**config.mk**
```make
export PLATFORM = sky130hd
export DESIGN_NAME = duty_avg
export DESIGN_NICKNAME = d
export VERILOG_FILES = /design/src/rtl/duty_avg_pkg.sv /design/src/rtl/duty_div.sv /design/src/rtl/duty_avg.sv
export SDC_FILE = /design/constraint.sdc
export NUM_CORES = 1
export LEC_CHECK = 0
export CORE_MARGIN = 8
export CORE_UTILIZATION = 45
export DETAILED_ROUTE_END_ITERATION = 10
export PLACE_DENSITY = 0.59
export SYNTH_ARGS = -nofsm -noshare
export SYNTH_HDL_FRONTEND = slang
export SYNTH_SLANG_ARGS = --single-unit
```
**constraint.sdc**
```tcl
create_clock -name clk -period 8.95 [get_ports clk]
set_clock_uncertainty 0.1 [all_clocks]
set_input_delay 1.3425 -clock clk [delete_from_list [all_inputs] [get_ports clk]]
set_output_delay 1.3425 -clock clk [all_outputs]
set_load 0.005 [all_outputs]
```
**src/rtl/duty_avg_pkg.sv**
```systemverilog
// Shared constants, state encoding and scaling helper for the duty-cycle averager.
package duty_avg_pkg;

  localparam int unsigned SUM_W    = 40;
  localparam int unsigned NUM_W    = 50;
  localparam int unsigned Q_W      = 10;
  localparam int unsigned DIV_ITER = 10;

  localparam logic [9:0] DUTY_FULL_SCALE = 10'd1000;

  typedef logic [1:0] state_t;

  localparam state_t ST_ACCUM  = 2'd0;
  localparam state_t ST_DIVIDE = 2'd1;
  localparam state_t ST_HOLD   = 2'd2;

  function automatic logic [NUM_W-1:0] scale_duty(input logic [SUM_W-1:0] s);
    return {{(NUM_W-SUM_W){1'b0}}, s} * {{(NUM_W-10){1'b0}}, DUTY_FULL_SCALE};
  endfunction

endpackage

```
**src/rtl/duty_div.sv**
```systemverilog
// Fixed-latency restoring divider: loads on start, produces a 10-bit quotient
// after DIV_ITER cycles; the caller guarantees num < den * 2^Q_W.
module duty_div
  import duty_avg_pkg::*;
(
  input  logic             clk,
  input  logic             reset,
  input  logic             start,
  input  logic [NUM_W-1:0] num,
  input  logic [SUM_W-1:0] den,
  output logic             done,
  output logic [Q_W-1:0]   quot
);

  logic [NUM_W-1:0] rem;
  logic [NUM_W-1:0] dsh;
  logic [3:0]       iter;
  logic             run;

  always_ff @(posedge clk or negedge reset) begin
    if (!reset) begin
      rem  <= '0;
      dsh  <= '0;
      iter <= '0;
      run  <= 1'b0;
      done <= 1'b0;
      quot <= '0;
    end else begin
      done <= 1'b0;
      if (start) begin
        rem  <= num;
        // Divisor pre-shifted to the weight of the quotient MSB.
        dsh  <= {{(NUM_W-SUM_W-Q_W+1){1'b0}}, den, {(Q_W-1){1'b0}}};
        quot <= '0;
        iter <= 4'(DIV_ITER);
        run  <= 1'b1;
      end else if (run) begin
        if (rem >= dsh) begin
          rem  <= rem - dsh;
          quot <= {quot[Q_W-2:0], 1'b1};
        end else begin
          quot <= {quot[Q_W-2:0], 1'b0};
        end
        dsh  <= dsh >> 1;
        iter <= iter - 4'd1;
        if (iter == 4'd1) begin
          run  <= 1'b0;
          done <= 1'b1;
        end
      end
    end
  end

endmodule

```
**src/rtl/duty_avg.sv**
```systemverilog
// Averages 2^AVG_LOG2 period/high-time measurements into a duty cycle (0.1 %
// units) and mean period, presented with a valid/ack handshake.
module duty_avg
  import duty_avg_pkg::*;
#(
  parameter int unsigned AVG_LOG2 = 3
) (
  input  logic        clk,
  input  logic        reset,
  input  logic [31:0] per_cnt,
  input  logic [31:0] high_cnt,
  input  logic        meas_stb,
  input  logic        result_ack,
  output logic        result_valid,
  output logic [15:0] result_duty,
  output logic [31:0] result_per,
  output logic        result_ovr,
  output logic        busy
);

  localparam logic [8:0] WIN = 9'(1 << AVG_LOG2);

  state_t           state;
  logic [SUM_W-1:0] sum_per;
  logic [SUM_W-1:0] sum_high;
  logic [8:0]       win_cnt;
  logic             ovr_flag;

  logic             hold_ack;
  logic             take;
  logic             last;
  logic [SUM_W-1:0] per_nxt;
  logic [SUM_W-1:0] high_nxt;
  logic [8:0]       cnt_nxt;
  logic [15:0]      duty_sel;
  logic             div_done;
  logic [Q_W-1:0]   div_quot;

  // An accepted ack restarts the window, so a coincident strobe accumulates from zero.
  always_comb begin
    hold_ack = (state == ST_HOLD) && result_ack;
    take     = meas_stb && ((state == ST_ACCUM) || hold_ack);
    per_nxt  = (hold_ack ? '0 : sum_per)  + {{(SUM_W-32){1'b0}}, per_cnt};
    high_nxt = (hold_ack ? '0 : sum_high) + {{(SUM_W-32){1'b0}}, high_cnt};
    cnt_nxt  = (hold_ack ? '0 : win_cnt) + 9'd1;
    last     = take && (cnt_nxt == WIN);
  end

  always_comb begin
    duty_sel = {{(16-Q_W){1'b0}}, div_quot};
    if (sum_per == '0)
      duty_sel = '0;
    else if (sum_high >= sum_per)
      duty_sel = 16'(DUTY_FULL_SCALE);
  end

  duty_div u_div (
    .clk   (clk),
    .reset (reset),
    .start (last),
    .num   (scale_duty(high_nxt)),
    .den   (per_nxt),
    .done  (div_done),
    .quot  (div_quot)
  );

  assign busy = (state == ST_DIVIDE);

  always_ff @(posedge clk or negedge reset) begin
    if (!reset) begin
      state        <= ST_ACCUM;
      sum_per      <= '0;
      sum_high     <= '0;
      win_cnt      <= '0;
      ovr_flag     <= 1'b0;
      result_valid <= 1'b0;
      result_duty  <= '0;
      result_per   <= '0;
      result_ovr   <= 1'b0;
    end else begin
      case (state)
        ST_ACCUM: begin
          if (take) begin
            sum_per  <= per_nxt;
            sum_high <= high_nxt;
            win_cnt  <= last ? '0 : cnt_nxt;
            if (last) state <= ST_DIVIDE;
          end
        end
        ST_DIVIDE: begin
          if (meas_stb) ovr_flag <= 1'b1;
          if (div_done) begin
            state        <= ST_HOLD;
            result_valid <= 1'b1;
            result_duty  <= duty_sel;
            result_per   <= 32'(sum_per >> AVG_LOG2);
            result_ovr   <= ovr_flag | meas_stb;
            ovr_flag     <= 1'b0;
          end
        end
        ST_HOLD: begin
          if (result_ack) begin
            result_valid <= 1'b0;
            sum_per      <= take ? per_nxt  : '0;
            sum_high     <= take ? high_nxt : '0;
            win_cnt      <= (take && !last) ? cnt_nxt : '0;
            state        <= last ? ST_DIVIDE : ST_ACCUM;
          end else if (meas_stb) begin
            ovr_flag <= 1'b1;
          end
        end
        default: state <= ST_ACCUM;
      endcase
    end
  end

endmodule

```
# [After elaboration in Yosys (flattened, before gate mapping)]
# Index checks and enable logic that the tools add are counted.
[op_classes] addsub=5 n_mul=1 magnitude_cmp=2 eq_ne=9 muxes=47 bitwise=1 n_reduce_logical=18
[ops] op="$mux 40" n=8
[ops] op="$mux 50" n=5
[ops] op="$pmux 40 s2" n=2
[ops] op="$add 40x32->40" n=2
[ops] op="$ge 50x50->1" n=1
[ops] op="$sub 50x50->50" n=1
[ops] op="$mul 40x7->47 const B" n=1
[ops] op="$mux 9" n=5
[ops] op="$ge 40x40->1" n=1
[ops] op="$logic_not 40->1" n=1
[ops] op="$mux 10" n=4
[ops] op="$pmux 9 s2" n=1
[ops] op="$mux 1" n=13
[ops] op="$add 9x1->9 const B" n=1
[ops] op="$eq 9x4->1 const B" n=1
[ops] op="$mux 2" n=4
[ops] op="$mux 4" n=2
[ops] op="$ne 2x2->1 const B" n=4
[ops] op="$reduce_bool 2->1" n=4
[ops] op="$pmux 2 s3" n=1
[ops] op="$reduce_and 2->1" n=3
[ops] op="$reduce_and 3->1" n=2
[ops] op="$eq 4x1->1 const B" n=1
[ops] op="$logic_and 1x1->1" n=4
[ops] op="10 further kinds" n=11
[totals] register_bits=258 inputBits=68 output_inout_bits=51 word_cells=98

# [Longest topological paths before layout]
[depth] word_depth=11 mapped_depth=36 mapped_depth_nobuf=33

# [By module]
# A second synthesis with hierarchy kept.
[hier_totals] hier_cells=2976 hier_area_um2=25301.8
[modules_own_cells] module="duty_avg" n_inst=1 cells_per_inst=1990 area_each_um2=17087.6 seq_area_each_um2=3403.3
[modules_own_cells] module="duty_div" n_inst=1 cells_per_inst=986 area_each_um2=8214.1 seq_area_each_um2=2877.8

# [Least setup slack after synthesis]
# No wires, ideal clock.
[synth_timing] path_type="input to register" from="input port result_ack" to="register u_div.rem[47]" setup_ns=0.130 arrival_ns=8.813 required_ns=8.720 slack_ns=-0.093 stages=35 n_path_buf=4 path_cell_list="nand2_1 -> or2_2 -> clkbuf_1 -> clkbuf_1 -> clkbuf_1 -> clkbuf_1 -> and2_1 -> ha_1 -> nand2_1 -> nand2_1 -> o41a_2 -> o211ai_2 -> a211oi_1 -> o21ai_0 -> a21boi_1 -> or2_2 -> nand2_1 -> mux2i_1 -> fa_1 -> inv_1 -> fa_1 -> fa_1 -> fa_1 -> inv_1 -> ha_1 -> a21o_1 -> a21o_1 -> a21o_1 -> a21o_1 -> a21o_1 -> a21oi_1 -> o21ai_0 -> a21oi_1 -> xnor2_1 -> a22oi_1"
[synth_between] elab_chain_cells=7 word_cells_on_any_way=14 classes_between="2 x add/sub; 1 x mul; 1 x eq/ne; 3 x mux; 7 x reduce/logical"
[synth_rtl] item="from (decl)" line="duty_avg.sv:13" rtl="input logic result_ack,"
[synth_rtl] item="$logic_and 1x1->1 (*)" line="duty_avg.sv:41" rtl="hold_ack = (state == ST_HOLD) && result_ack;"
[synth_rtl] item="branches (longest 6 deep; another with $mul 40x7->47)"
[synth_rtl] item="to (signal assigned)" line="duty_div.sv:31" rtl="rem <= num;"
[synth_rtl] item="to (signal assigned)" line="duty_div.sv:39" rtl="rem <= rem - dsh;"
[synth_rtl] item="to (decl)" line="duty_div.sv:15" rtl="logic [NUM_W-1:0] rem;"
# Mark *: on every way between the ends.
# A chain may end at the register's enable or synchronous reset.

# [Worst setup path in the final report]
# Ends and elaborated chain as after synthesis.

==> metrics <==
status=completed; Worst path top cell family by delay=compound AO/OA/AOI/OAI gates; die width=253 um; fmax=0.117 GHz; CTS clock-pin slew for the worst setup and hold paths=0.05 ns; Setup crit end=u_div.rem[47]; share of cells above drive strength 1=12.4%; reg2reg end=u_div.rem[47]; postcts setup bufs=0; Detailed Route Iter0 Violations=1540; row count=87; top cells by area, synth=dfrtp_1 (25%), ha_1 (12%), fa_1 (11%), a21oi_1 (4.8%), inv_1 (4.7%); CTS root buf=clkbuf_16; first-pass detailed-route iteration total=5; Hold Crit Class=register to register; CTS H-tree lvls=2; starting density of the core=45.2%; Post-synth top flop=dfrtp_1; endpoint type of the worst setup path=register; CTS Buffer Depth=3; hpwl dp=62800 um; Placer Congestion=0.906; Die H=253 um; initial antenna violation count=0; sequential share of the synthesized area=24.8%; Tcrit/Tclk final=95.4%; cell repeated most along the worst path=a21o_1; critical path launch point=result_ack; number of buffers added on ports=112; CTS tree=built; setup TNS=0 ns; worst reg2reg startpoint=state[1]; Via density=5.55; Final Hold Fails=0; vias in the first global route=22500; top cell type's share of synthesized area=24.8%; R2R cell count=33; crit path kind=primary input to register; Sink Count=251; Ports=119; Post-Synthesis Cells=2976; Syn-to-layout area delta=20.1%; Routed wire per std cell=19.3 um; first-pass GRT wire length=124000 um; cell total after placement=4020; via count=22600; Relative slew margins=24.1%; Max Cap Viol=0; Cell variety after synth=91; commonest non-fill, non-tap cell in the layout=inv_1; Post-synth ARST share=100%; Tmin final=8.54 ns; Synth area leader=dfrtp_1; GRT overflow=0; residual DRC count=0; Core Region=0.0560 mm^2; DP Worst Slack=-0.708 ns; worst endpoint required time=9.23 ns; DRT Wirelength=79000 um; cts bufs inserted=34; worst reg2reg setup slack=0.98 ns; Synth warnings=0; Routed Antenna Nets=0; GRT Overall Usage=24.3%; pin count of the biggest net entering global routing=95; hold buffers post-CTS=0; commonest non-fill, non-tap cells in the layout=inv_1 (316), buf_4 (298), nand2_1 (297), dfrtp_1 (250), ha_1 (245); WP buf/inv=5; Worst path max stage delay=0.54 ns; hold_ws=0.381 ns; die area=0.0640 mm^2; worst-path maximum fanout=6; n_diodes=0; Slowest cell on crit path=fa_1; Seq cells post-synth=251; clock network latency to the later pin of the worst-skew pair=0.55 ns; final setup vio count=0; fin worst setup slack=0.412 ns; mapped cell area=0.0253 mm^2; WP data arrival=8.82 ns; Slew Viols, Final=0; startpoint types=primary input; WP depth=34; Post-synth EDFFs=0; nets@finish=3752; syn avg cell area=8.50 um^2; Finished Layout Cells=4082; Worst Max-Slew Pin Slew=1.14 ns
## cells by family after synthesis
family | after synthesis | synth area share, %
xor+xnor | 188 | 6.75
simple gates | 793 | 14.5
compound gates | 837 | 21.0
mux | 70 | 2.80
other cells | 1 | 0.0148
buf+inv | 447 | 6.86
flops | 251 | 24.8
fa+ha+maj | 389 | 23.3
## tightest hold or removal path, cell delays in order, from the launching register on
cell	delay, ns
dfrtp_1	0.34
nand2_1	0.05
o21ai_0	0.06
## through the flow
stage               cell area (um^2)  util, %
finish                         30400     54.3
global route                   30400     54.3
global placement               29100     52.1
CTS                            30300     54.2
floorplan                      25300        -
detailed placement             29100     52.1
## cell type report
class                      instances  area, um^2
timing repair buffer             411        3390
sequential                       251        6280
inverter                         319        1200
clock inverter                    16         258
tap                              756         946
fill                            5288       25600
clock buffer                      44         950
multi-input combinational       2285       17400
## cell usage after synthesis (all sizes together), types with 32 or more instances
cell type / count
a21o: 116
a21oi: 242
a31oi: 36
and2: 49
buf: 34
clkbuf: 94
dfrtp: 251
fa: 137
ha: 245
inv: 318
mux2i: 64
nand2: 300
nand3: 54
nand4: 43
nor2: 194
nor3: 32
o21ai: 220
xnor2: 123
xor2: 65
## sequential cells by signal (all words and copies together) (netlist names)
name          cells
sum_per          40
u_div.iter        4
sum_high         40
u_div.quot       10
u_div.done        1
result_ovr        1
u_div.run         1
u_div.rem        50
result_per       32
result_duty      10
result_valid      1
state             2
u_div.dsh        49
win_cnt           9
ovr_flag          1
## timing repair
| item | in CTS | in global routing |
|---|---|---|
| pin swaps | 0 | 1 |
| endpoints found under the hold margin | 0 | 0 |
| gates cloned | 0 | 2 |
| resized for setup | 1 | 7 |
| setup endpoints to repair | 5 | 14 |
## layer usage
| metal | GRT usage, % | share of wire [%] | vias to the layer above |
|---|---|---|---|
| met5 | 0 | 0 | - |
| met4 | 7.63 | 3.1 | 0 |
| met3 | 2.78 | 5.4 | 101 |
| met2 | 38.6 | 44 | 607 |
| met1 | 34.5 | 47 | 11000 |
| li1 | - | - | 10900 |
## worst min path at each step
stage / startpoint / to / slack, ns / cells past startpoint
after floorplan: sum_high[12] / sum_high[12] / 0.37 / 2
after global placement: result_duty[5] / result_duty[5] / 0.36 / 2
after detailed placement: result_duty[3] / result_duty[3] / 0.37 / 2
after CTS: result_per[1] / result_per[1] / 0.38 / 2
after global routing: result_per[25] / result_per[25] / 0.41 / 2
final: result_per[31] / result_per[31] / 0.38 / 2
Power is not shown: default switching activity piles up to over one toggle a cycle in this logic, so the estimate is an artifact.
==> variant 1, RTL diff (same flow settings) <==
Reset style: synchronous (`reset`), changed in 2 clocked blocks.
--- a/src/rtl/duty_div.sv
+++ b/src/rtl/duty_div.sv
@@ -18,5 +18,5 @@
   logic             run;
 
-  always_ff @(posedge clk or negedge reset) begin
+  always_ff @(posedge clk) begin
     if (!reset) begin
       rem  <= '0;
--- a/src/rtl/duty_avg.sv
+++ b/src/rtl/duty_avg.sv
@@ -67,5 +67,5 @@
   assign busy = (state == ST_DIVIDE);
 
-  always_ff @(posedge clk or negedge reset) begin
+  always_ff @(posedge clk) begin
     if (!reset) begin
       state        <= ST_ACCUM;
Behaviour: differs if reset is asserted again (counterexample within 10 cycles, from zero or initial values and one cycle with reset low); with reset held inactive, the same outputs for 10 cycles.
==> variant 1 against the original RTL <==
Setup slack better by 0.16 ns; wire length is 1.7% higher; synthesized area is 3.3% lower; sequential cell count stayed put; non-clock buffer count is 5 lower; final area is 3.4% lower; via count is 2.2% higher.
Power is left out: the tool's default activity adds up to more than one toggle a clock period on the data nets, which glitch-free logic cannot reach.
==> variant 1: results (changes against the original RTL) <==
outcome=finished, final reports clean; Num CTS Buffers=31 (-8.8%); adder-cell share of the synthesized area=23.9% (+0.62 points); R2R depth=35 (+6.1%); Final Non-Filler Cells=4,094 (+0.29%); Worst-path clk slew=0.06 ns; largest net degree at the start of global routing=80 (-16%); Crit Path Max Fanout=5 (-1); GRT met3 Usage=2.83% (+0.046 points); Critical Path AT=8.71 ns (-0.11 ns); Compound-Gate Fraction of Synth Area=23.3% (+2.3 points); Hold WS=0.353 ns (-0.0282 ns); post-synth cell types=87 (-4.4%); post-synthesis mux area share=2.25% (-0.55 points); first-pass GRT wire length=126,000 um (+1.2%); H-tree levels=1 (-1); met3 WL=4220 um (-1.4%); layout cells sized above 1=11.7% (-0.70 points); Metal-1 WL=39,000 um (+4.2%); vias per inst=5.65 (+1.9%); Slew HR=22.2% (-2.0 points); Largest register FFs=50 (unchanged); Area after DPL=0.0281 mm^2 (-3.4%); largest cells by area after synthesis=dfxtp_1 21%, ha_1 13%, fa_1 11%; dpl cells=4,038 (+0.45%); XOR/XNOR Fraction of Synth Area=6.92% (+0.17 points); Critical R2R Launch=state[0]$_SDFFE_PN0P_; vias in the first global route=22.5k (+0.22%); Clock Latency Late Sink=0.60 ns (+0.05 ns); Hold Path Origin=result_duty[5]$_SDFFE_PN0P_; GRT Overall Usage=24.9% (+0.53 points); gp weighted congestion=0.921 (+1.6%); detailed placer's ending HPWL=64,600 um (+2.9%); DR WL met2=35,100 um (+0.91%); hold path endpoint=result_duty[5]$_SDFFE_PN0P_; RR Endpoint=u_div.rem[46]$_SDFFE_PN0P_; met2 Usage GRT=39.8% (+1.2 points); WL final=80,300 um (+1.7%); top cells by count, synth=314 x inv_1, 311 x nand2_1, 251 x dfxtp_1, 251 x nor2_1, 245 x ha_1; R2R setup slack=1.05 ns (+0.07 ns); GR Util met1=35.5% (+0.95 points); syn avg cell area=7.97 um^2 (-6.1%)
[variant 1: final cells by class]
class	count	area (um^2)
Sequential cell	251	5030
Fill cell	5089	24500
Inverter	318	1200
Timing Repair Buffer	406	3340
Clock buffer	39	856
Antenna cell	1	2.50
Multi-Input combinational cell	2367	17800
Tap cell	696	871
Clock inverter	16	267
[variant 1: worst max path at each step]
| stage | from | end | cells past startpoint |
|---|---|---|---|
| global placement | result_ack | u_div.rem[46]$_SDFFE_PN0P_ | 35 |
| finish | result_ack | u_div.rem[46]$_SDFFE_PN0P_ | 36 |
| CTS | result_ack | u_div.rem[46]$_SDFFE_PN0P_ | 35 |
| detailed placement | result_ack | u_div.rem[46]$_SDFFE_PN0P_ | 35 |
| floorplan | result_ack | u_div.rem[49]$_SDFFE_PN0P_ | 32 |
| global route | result_ack | u_div.rem[46]$_SDFFE_PN0P_ | 36 |
[variant 1: critical path: cells and delay by family]
family	cells	cell delay, ns
xor gates and xnor gates	2	0.37
adders and majority gates	7	2.95
buffers and inverters	9	1.14
and+or+nand+nor	7	0.97
AOI/OAI and AO/OA	11	1.93
[variant 1: repair_timing]
item / in CTS / in global routing
setup endpoints to repair: 0 / 13
resized for setup: 0 / 12
buffers inserted: 0 / 0
[variant 1: metrics by stage]
stage,TNS (ns),setup WS [ns]
2_1_floorplan,0,0.0324
3_3_place_gp,-3.06,-0.345
3_5_place_dp,-4.48,-0.506
4_1_cts,0,0.106
5_1_grt,0,0.213
6_report,0,0.572
[variant 1: cells by family after synthesis]
kind of cell / after synthesis
flops: 251
other cells: 1
xor+xnor: 186
mux: 55
simple gates: 848
fa+ha+maj: 385
compound gates: 887
buf+inv: 453
==> variant 2, RTL diff (config.mk and constraints unchanged) <==
Without the edit above. Set the package constant `DIV_ITER` to 8 (it was 10).
--- a/src/rtl/duty_avg_pkg.sv
+++ b/src/rtl/duty_avg_pkg.sv
@@ -5,5 +5,5 @@
   localparam int unsigned NUM_W    = 50;
   localparam int unsigned Q_W      = 10;
-  localparam int unsigned DIV_ITER = 10;
+  localparam int unsigned DIV_ITER = 8;
 
   localparam logic [9:0] DUTY_FULL_SCALE = 10'd1000;
Formal check against the unedited RTL: same outputs for any inputs over 10 cycles, from zero or initial values and one cycle with reset low; that may be too few to reach the edited logic, so the function may still have changed.
==> variant 2 against the original RTL <==
Synthesized area fell by 0.12%; sequential cell count did not move; final area rose by 0.16%; setup slack improved by 0.24 ns; final cell count rose by 0.12%; wire length fell by 2.4%; register-to-register slack improved by 0.07 ns; critical path type unchanged; highest routed layer unchanged.
Power is left out: the tool's default activity adds up to more than one toggle a clock period on the data nets, which glitch-free logic cannot reach.
==> variant 2: results (changes against the original RTL) <==
Seq/Total Area, Yosys=24.9% (+0.031 points); largest net degree at the start of global routing=85 (-11%); Num CTS Buffers=34 (unchanged); Slew HR=17.3% (-6.8 points); layout cells sized above 1=13.4% (+0.94 points); WL final=77,000 um (-2.4%); GRT Overall Usage=23.6% (-0.75 points); Crit Path Max Fanout=4 (-2); hold path endpoint=result_valid$_DFFE_PN0P_; largest cells by area after synthesis=dfrtp_1 25%, ha_1 12%, fa_1 11%; R2R setup slack=1.05 ns (+0.07 ns); Nets=3,757 (+0.13%); top cells by count, synth=317 x inv_1, 301 x nand2_1, 251 x dfrtp_1; R2R depth=33 (unchanged); Hold Path Origin=result_valid$_DFFE_PN0P_; vias in the first global route=22.2k (-1.1%); first-pass GRT wire length=121,000 um (-2.9%); post-synth cell types=96 (+5.5%); gp weighted congestion=0.912 (+0.64%); Critical R2R Launch=state[0]$_DFFE_PN0P_; clock tree buffer depth=3 (unchanged); drt first pass iters=6 (+1); vias per inst=5.47 (-1.4%); drt initial violations=1,401 (-9.0%); Syn. warnings=0 (unchanged); Layout fillers=5,278 (-0.19%); Critical Path AT=8.58 ns (-0.24 ns); Area after DPL=0.0292 mm^2 (+0.26%); outcome=finished, final reports clean; detailed placer's ending HPWL=61,800 um (-1.5%); largest stage delay on the critical path=0.57 ns (+0.03 ns)
## variant 2: changes by cell type after synthesis, moves of 5 or more
cell,unedited run,this run
a211oi_1,28,36
a21boi_0,12,6
a21o_1,115,100
a31oi_1,35,30
buf_2,21,14
nor3_1,32,22
o211ai_1,15,22
or4_1,2,8
xnor2_1,119,110
xor2_1,64,79
## variant 2: critical path, delay by kind of cell
family                   cells  cell delay, ns
AO/OA/AOI/OAI               15            2.70
XOR/XNOR                     2            0.29
adder cells (fa/ha/maj)      7            2.85
buffers and inverters        7            0.83
AND/OR/NAND/NOR              4            0.53
## variant 2: timing repair
action,CTS,global route
buffers inserted,0,1
resized for setup,0,24
endpoints found under the setup margin,0,15
endpoints found under the hold margin,0,0
## variant 2: per-stage QoR
step                std cells  hold slack [ns]  setup slack [ns]
global route             4087            0.406             0.202
detailed placement       4024            0.370            -0.375
global placement         4024            0.363            -0.261
floorplan                2967            0.367             0.164
CTS                      4084            0.383             0.134
finish                   4087            0.376             0.657
## variant 2: kinds of logic after synthesis
group	after synthesis	synth area share, %
AO/OA/AOI/OAI	816	20.4
AND/OR/NAND/NOR	793	14.6
buffers and inverters	446	6.93
adder cells (fa/ha/maj)	387	23.2
flip-flops	251	24.9
XOR/XNOR	197	7.11
multiplexers	71	2.85
other	1	0.0148
## variant 2: layout make-up
cell class,instances,area share [%]
Clock buffer,51,3.31
Tap cell,756,3.11
Clock inverter,9,0.313
Multi-Input combinational cell,2272,57.1
Sequential cell,251,20.7
Timing Repair Buffer,426,11.5
Inverter,322,3.97
## variant 2: per-layer routing
layer	global-route usage, %	part of all wire, %
met5	0	0
met4	9.40	4.3
met3	2.33	4.2
met2	40.5	49
met1	30.3	42
